### config.mk
export PLATFORM = sky130hd
export DESIGN_NAME = cordic_arbiter
export DESIGN_NICKNAME = d
export VERILOG_FILES = /design/src/rtl/cordic_arbiter.sv
export SDC_FILE = /design/constraint.sdc
export NUM_CORES = 1
export LEC_CHECK = 0
export BUFFER_PORTS_ARGS = -buffer_cell sky130_fd_sc_hd__buf_2
export CAP_MARGIN = 20
export CORE_AREA = 8 8 176 178
export CTS_CLUSTER_SIZE = 10
export DETAILED_ROUTE_END_ITERATION = 8
export DIE_AREA = 0 0 184 186
export GPL_TIMING_DRIVEN = 0
export PLACE_DENSITY_LB_ADDON = 0.05
export SLEW_MARGIN = 20
export SYNTH_ARGS = -nofsm -noshare
export SYNTH_HDL_FRONTEND = slang
export SYNTH_SLANG_ARGS = --single-unit
### constraint.sdc
create_clock -name clk_i -period 3.5 [get_ports clk_i]
set_input_delay 0.175 -clock clk_i [delete_from_list [all_inputs] [get_ports clk_i]]
set_output_delay 0.175 -clock clk_i [all_outputs]
set_load 0.01 [all_outputs]
### src/rtl/cordic_arbiter.sv
// Round-robin front end that shares one pipelined CORDIC magnitude engine among NUM_REQ requesters.
// Define CORDIC_ARB_STATS_EN to build the saturating grant/stall statistics counters.
module cordic_arbiter #(
  parameter int NUM_REQ   = 4,
  parameter int WIDTH     = 32,
  parameter int LATENCY   = 12,
  parameter int MAX_OUTST = 8
) (
  input  logic                       clk_i,
  input  logic                       rst_i,
  input  logic [NUM_REQ-1:0]         req_valid_i,
  output logic [NUM_REQ-1:0]         req_ready_o,
  input  logic [NUM_REQ*WIDTH-1:0]   req_x_i,
  input  logic [NUM_REQ*WIDTH-1:0]   req_y_i,
  output logic                       cdc_valid_o,
  output logic [WIDTH-1:0]           cdc_x_o,
  output logic [WIDTH-1:0]           cdc_y_o,
  input  logic                       cdc_valid_i,
  input  logic [WIDTH-1:0]           cdc_data_i,
  output logic [NUM_REQ-1:0]         rsp_valid_o,
  output logic [WIDTH-1:0]           rsp_data_o,
  input  logic                       flush_i,
  output logic                       idle_o,
  output logic                       flush_done_o,
  output logic                       err_o,
  output logic [31:0]                grant_cnt_o,
  output logic [31:0]                stall_cnt_o
);

  localparam int IDW = (NUM_REQ > 1) ? $clog2(NUM_REQ) : 1;
  localparam int CW  = $clog2(MAX_OUTST + 1);

  typedef enum logic [1:0] {S_IDLE, S_RUN, S_DRAIN} state_t;

  state_t             r_state;
  state_t             w_state_nxt;
  logic [IDW-1:0]     r_last;
  logic [CW-1:0]      r_outst [NUM_REQ];
  logic               r_cdc_valid;
  logic [IDW-1:0]     r_cdc_id;
  logic [WIDTH-1:0]   r_cdc_x;
  logic [WIDTH-1:0]   r_cdc_y;
  logic [LATENCY-1:0] r_tag_v;
  logic [IDW-1:0]     r_tag_id [LATENCY];
  logic [NUM_REQ-1:0] r_rsp_valid;
  logic [WIDTH-1:0]   r_rsp_data;
  logic               r_flush_done;
  logic               r_err;

  logic [NUM_REQ-1:0] w_elig;
  logic [NUM_REQ-1:0] w_inc;
  logic [NUM_REQ-1:0] w_dec;
  logic               w_found;
  logic [IDW-1:0]     w_gid;
  logic               w_grant_en;
  logic               w_acc;
  logic               w_inflight;
  logic               w_head_v;
  logic [IDW-1:0]     w_head_id;
  logic               w_rsp;
  logic               w_mismatch;

  always_comb begin
    for (int k = 0; k < NUM_REQ; k++) begin
      w_elig[k] = req_valid_i[k] && (r_outst[k] < CW'(MAX_OUTST));
    end
  end

  // Round-robin search starting just after the last granted requester.
  always_comb begin
    w_found = 1'b0;
    w_gid   = '0;
    for (int i = 1; i <= NUM_REQ; i++) begin
      if (!w_found && w_elig[(int'(r_last) + i) % NUM_REQ]) begin
        w_found = 1'b1;
        w_gid   = IDW'((int'(r_last) + i) % NUM_REQ);
      end
    end
  end

  assign w_grant_en  = !rst_i && ((r_state == S_RUN) || ((r_state == S_IDLE) && !flush_i));
  assign w_acc       = w_grant_en && w_found;
  assign req_ready_o = w_acc ? (NUM_REQ'(1) << w_gid) : '0;

  assign w_head_v   = r_tag_v[LATENCY-1];
  assign w_head_id  = r_tag_id[LATENCY-1];
  assign w_mismatch = (cdc_valid_i != w_head_v);
  assign w_rsp      = cdc_valid_i && w_head_v;
  assign w_inflight = r_cdc_valid || (|r_tag_v);

  always_comb begin
    for (int k = 0; k < NUM_REQ; k++) begin
      w_inc[k] = w_acc && (w_gid == IDW'(k));
      w_dec[k] = w_rsp && (w_head_id == IDW'(k));
    end
  end

  always_comb begin
    w_state_nxt = r_state;
    case (r_state)
      S_IDLE:  if ((|req_valid_i) && !flush_i) w_state_nxt = S_RUN;
      S_RUN:   if (flush_i) w_state_nxt = S_DRAIN;
      S_DRAIN: if (!w_inflight) w_state_nxt = S_IDLE;
      default: w_state_nxt = S_IDLE;
    endcase
  end

  always_ff @(posedge clk_i) begin
    if (rst_i) begin
      r_state      <= S_IDLE;
      r_last       <= IDW'(NUM_REQ - 1);
      r_cdc_valid  <= 1'b0;
      r_cdc_id     <= '0;
      r_cdc_x      <= '0;
      r_cdc_y      <= '0;
      r_tag_v      <= '0;
      r_rsp_valid  <= '0;
      r_rsp_data   <= '0;
      r_flush_done <= 1'b0;
      r_err        <= 1'b0;
      for (int k = 0; k < NUM_REQ; k++) r_outst[k] <= '0;
      for (int i = 0; i < LATENCY; i++) r_tag_id[i] <= '0;
    end else begin
      r_state      <= w_state_nxt;
      r_flush_done <= (r_state == S_DRAIN) && !w_inflight;
      // Issue stage: register the granted operands for the engine.
      r_cdc_valid  <= w_acc;
      if (w_acc) begin
        r_last   <= w_gid;
        r_cdc_id <= w_gid;
        r_cdc_x  <= req_x_i[w_gid*WIDTH +: WIDTH];
        r_cdc_y  <= req_y_i[w_gid*WIDTH +: WIDTH];
      end
      // Tag stage: ownership travels beside the engine pipeline.
      r_tag_v     <= {r_tag_v[LATENCY-2:0], r_cdc_valid};
      r_tag_id[0] <= r_cdc_id;
      for (int i = 1; i < LATENCY; i++) r_tag_id[i] <= r_tag_id[i-1];
      // Response stage: route the engine result back to its owner.
      r_rsp_valid <= w_rsp ? (NUM_REQ'(1) << w_head_id) : '0;
      if (w_rsp) r_rsp_data <= cdc_data_i;
      if (w_mismatch) r_err <= 1'b1;
      for (int k = 0; k < NUM_REQ; k++) begin
        if (w_inc[k] && !w_dec[k] && (r_outst[k] != CW'(MAX_OUTST)))
          r_outst[k] <= r_outst[k] + CW'(1);
        else if (w_dec[k] && !w_inc[k] && (r_outst[k] != '0))
          r_outst[k] <= r_outst[k] - CW'(1);
      end
    end
  end

  assign cdc_valid_o  = r_cdc_valid;
  assign cdc_x_o      = r_cdc_x;
  assign cdc_y_o      = r_cdc_y;
  assign rsp_valid_o  = r_rsp_valid;
  assign rsp_data_o   = r_rsp_data;
  assign flush_done_o = r_flush_done;
  assign err_o        = r_err;
  assign idle_o       = (r_state == S_IDLE) && !(|r_tag_v);

`ifdef CORDIC_ARB_STATS_EN
  logic [31:0] r_grant_cnt;
  logic [31:0] r_stall_cnt;

  always_ff @(posedge clk_i) begin
    if (rst_i) begin
      r_grant_cnt <= '0;
      r_stall_cnt <= '0;
    end else begin
      if (w_acc && (r_grant_cnt != '1)) r_grant_cnt <= r_grant_cnt + 32'd1;
      if ((|req_valid_i) && !w_acc && (r_stall_cnt != '1)) r_stall_cnt <= r_stall_cnt + 32'd1;
    end
  end

  assign grant_cnt_o = r_grant_cnt;
  assign stall_cnt_o = r_stall_cnt;
`else
  assign grant_cnt_o = '0;
  assign stall_cnt_o = '0;
`endif

endmodule

==> results.yml <==
outcome:
  status: "complete, no violations"
timing:
  hold_viol: 0
  rsz0062_at_grt: "no"
  fin_setup_tns_ns: 0
  max_slew_margin: 0.505
  worst_slack_ns: 0.304
  slew_viol_final: 0
  finClkSkew_ns: 0.0175
  worstMarginPinSlew_ns: 0.742
  fmaxAchievable_mhz: 313
  hold_slack_ns: 0.0906
  post-route-min-period_ns: 3.20
  fin_crit_sh: 0.913
  setup_violations: 0
power:
  combPwrFrac: 0.266
  p_int_w: 0.00375
  p_sw_w: 0.00179
  power_frac_clock: 0.353
  power_density_nw_per_um2: 472
  swShare: 0.323
  pwr-share-seq: 0.381
  max-vdd-ir-drop_uv: 235
  leakage_nw: 5.78
grt:
  grt_util_met3: 0.0609
  grt_use_met1: 0.220
  grt_pass1_wl_um: 49000
  grt_pass1_vias: 7573
  grtUsageMet2: 0.331
  grt_max_degree: 19
  grt.total_usage: 0.190
  antenna_found_initial: 10
  busiest_layer: "met2"
  grt-ovfl-total: 0
setup_path:
  crit_path_end_kind: "register"
  crit_type: "register to register"
  startpoint_type: "register"
  arrival_ns: 3.43
  r2r_start: "r_outst[3][3]"
  worstPathMaxFanout: 10
  rr_worst_depth: 13
  worstPathRequired_ns: 3.73
  reg2reg_to: "r_outst[0][3]"
  r2r_slack_ns: 0.30
hold_path:
  worstHoldPathCells: 3
  worst_hold_path.endpoint: "cdc_y_o[15]"
  hold_path.startpoint: "req_y_i[111]"
  hp-class: "input port to register"
placement:
  detailed_place_hpwl_um: 28000
  pre_cts_ws_ns: 0.0995
  place_area_um2: 10800
  port-buffer-count: 403
  gp_congestion: 0.866
clock_tree:
  cts_inserted_buffers: 17
  root_buffer: "clkbuf_16"
  htree_levels: 4
  cts.clk_slew.worst_paths_ns: 0.08
  clk_latency_ns: 0.42
  cts_num_sinks: 161
  cts_tree: "built"
  clockBufferDepth: 2
synthesis:
  avgSynthCellArea_um2: 10.3
  syn_inst: 783
  synthArstFlopShare: 0
  synth_cell_types: 49
  ys_ff_latch: 161
  seq_area_frac_synth: 0.421
  synth_ff_type: "dfxtp_1"
  yosysWarningCount: 0
  synth_edf_count: 16
  synth.cell_area_um2: 8030
finish:
  regArea_um2: 3380
  nNetsFinal: 1608
  multi_input_area_um2: 4010
  nFillCells: 2977
  area.growth.synth_to_final_pct: 46.0
  drive_above_1_share: 0.410
  stdcell_area_um2: 11700
routing:
  viasPerCell: 4.55
  drt-pass1-iter-count: 9
  drc_errors: 0
  dr.first_iter.drc_count: 464
  wire_per_inst_um: 20.4
  wl_um: 34800
  drtAntennaViolNets: 0
  vias: 7736
run:
  maxCapViolations: 0
floorplanning:
  initial_utilization: 0.284
  fp.dieW_um: 184
  std_cell_rows: 62
  core_um2: 28200
  ios: 468
  die_h_um: 186
  dieArea_um2: 34200
cell usage after synthesis, drive strengths merged, types with 2 or more instances:
| master | n | area [µm²] |
|---|---|---|
| and2 | 4 | 25.0 |
| xor2 | 3 | 26.3 |
| nand2b | 2 | 20.0 |
| fa | 3 | 60.1 |
| a211o | 3 | 26.3 |
| nor2 | 39 | 146 |
| a222oi | 64 | 641 |
| or3 | 2 | 12.5 |
| mux2i | 161 | 1610 |
| a31oi | 3 | 18.8 |
| nor3b | 3 | 22.5 |
| nand4 | 4 | 25.0 |
| nand2 | 69 | 259 |
| nor4 | 5 | 31.3 |
| xnor2 | 4 | 35.0 |
| inv | 16 | 60.1 |
| buf | 97 | 727 |
| nor2b | 41 | 257 |
| clkbuf | 25 | 93.8 |
| nand3 | 12 | 60.1 |
| a21oi | 15 | 75.1 |
| edfxtp | 16 | 480 |
| o21ai | 2 | 10.0 |
| o221a | 3 | 33.8 |
| ha | 9 | 113 |
| nor3 | 4 | 20.0 |
| o41ai | 2 | 17.5 |
| nand3b | 3 | 22.5 |
| o31ai | 4 | 30.0 |
| dfxtp | 145 | 2900 |
| a21o | 7 | 60.1 |
placed cells by master (no fill, tap or decap), drive strengths merged, types with 5 or more instances in the layout:
cell type    synthesis  final
buf                 97    499
mux2i              161    161
dfxtp              145    145
nand2               69     69
a222oi              64     64
conb                 1     64
clkbuf              25     43
nor2b               41     41
nor2                39     39
dlygate4sd3          0     33
inv                 16     26
edfxtp              16     16
a21oi               15     15
nand3               12     12
ha                   9      9
a21o                 7      7
nor4                 5      5
registers in the layout, indices dropped and copies added (netlist names):
name / cells
cdc_valid_o: 1
cdc_x_o: 32
cdc_y_o: 32
err_o: 1
flush_done_o: 1
r_cdc_id: 2
r_last: 2
r_outst: 16
r_state: 2
r_tag_id: 24
r_tag_v: 12
rsp_data_o: 32
rsp_valid_o: 4
worst max-delay path, cell delays in order (launching register included):
cell,delay (ns)
edfxtp_1,0.51
nand2b_4,0.21
o221a_2,0.30
o311a_1,0.37
buf_6,0.17
buf_6,0.16
a21o_4,0.25
inv_1,0.08
ha_1,0.22
a21o_1,0.17
a21oi_1,0.18
xnor2_1,0.16
nand4_1,0.11
o31ai_1,0.10
per-layer routing:
layer,wire [µm],vias up,part of all wire
li1,-,3789,-
met1,13800,3631,0.40
met2,17500,273,0.50
met3,2900,33,0.083
met4,522,10,0.015
met5,67,-,0.0019
worst max-delay path by stage:
stage                              from       endpoint  cells after the start
after floorplan           r_outst[3][3]  r_outst[0][3]                     13
after global routing      r_outst[3][3]  r_outst[2][3]                     12
after detailed placement    r_tag_v[11]  r_outst[0][3]                     13
after global placement      r_tag_v[11]  r_outst[2][3]                     13
final                     r_outst[3][3]  r_outst[0][3]                     13
after CTS                   r_tag_v[11]  r_outst[0][3]                     13
stage by stage:
stage                     utilization  power [W]  std cells
after floorplan                     -    0.00302        846
after global routing            0.415    0.00582       1701
final                           0.415    0.00554       1701
after global placement          0.381    0.00361       1633
after detailed placement        0.381    0.00361       1633
after CTS                       0.415    0.00562       1698
timing repair:
| action | CTS | global route |
|---|---|---|
| hold endpoints to repair | 33 | 0 |
| resized for setup | 0 | 6 |
| hold buffers | 33 | 0 |
| setup endpoints to repair | 0 | 3 |
| setup buffers | 0 | 0 |
power groups by stage:
| stage | Sequential [W] | Clock [W] | Combinational, W |
|---|---|---|---|
| final | 0.00211 | 0.00196 | 0.00147 |
| after global routing | 0.00213 | 0.00209 | 0.00160 |
| after CTS | 0.00211 | 0.00203 | 0.00149 |
| after detailed placement | 0.00215 | 0 | 0.00146 |
| after global placement | 0.00214 | 0 | 0.00146 |
| after floorplan | 0.00220 | 0 | 0.000813 |
cell type report:
class | count | share of cell area
Antenna cell | 4 | 0.000854
Buffer | 121 | 0.0700
Clock buffer | 18 | 0.0366
Clock inverter | 14 | 0.0155
Inverter | 17 | 0.00544
Multi-Input combinational cell | 546 | 0.342
Sequential cell | 161 | 0.289
Tap cell | 384 | 0.0410
Timing Repair Buffer | 436 | 0.200
kinds of logic (layout without fill, tap and decap cells):
| group | Yosys count | in the layout | share of synthesized area |
|---|---|---|---|
| and+or+nand+nor | 191 | 191 | 0.116 |
| muxes | 162 | 162 | 0.202 |
| DFF | 161 | 161 | 0.421 |
| buffers and inverters | 139 | 606 | 0.110 |
| AOI/OAI and AO/OA | 110 | 110 | 0.121 |
| adders and majority gates | 12 | 12 | 0.0215 |
| xor gates and xnor gates | 7 | 7 | 0.00763 |
| other | 1 | 68 | 0.000467 |
Note: power is estimated with default switching activity, not from simulation.
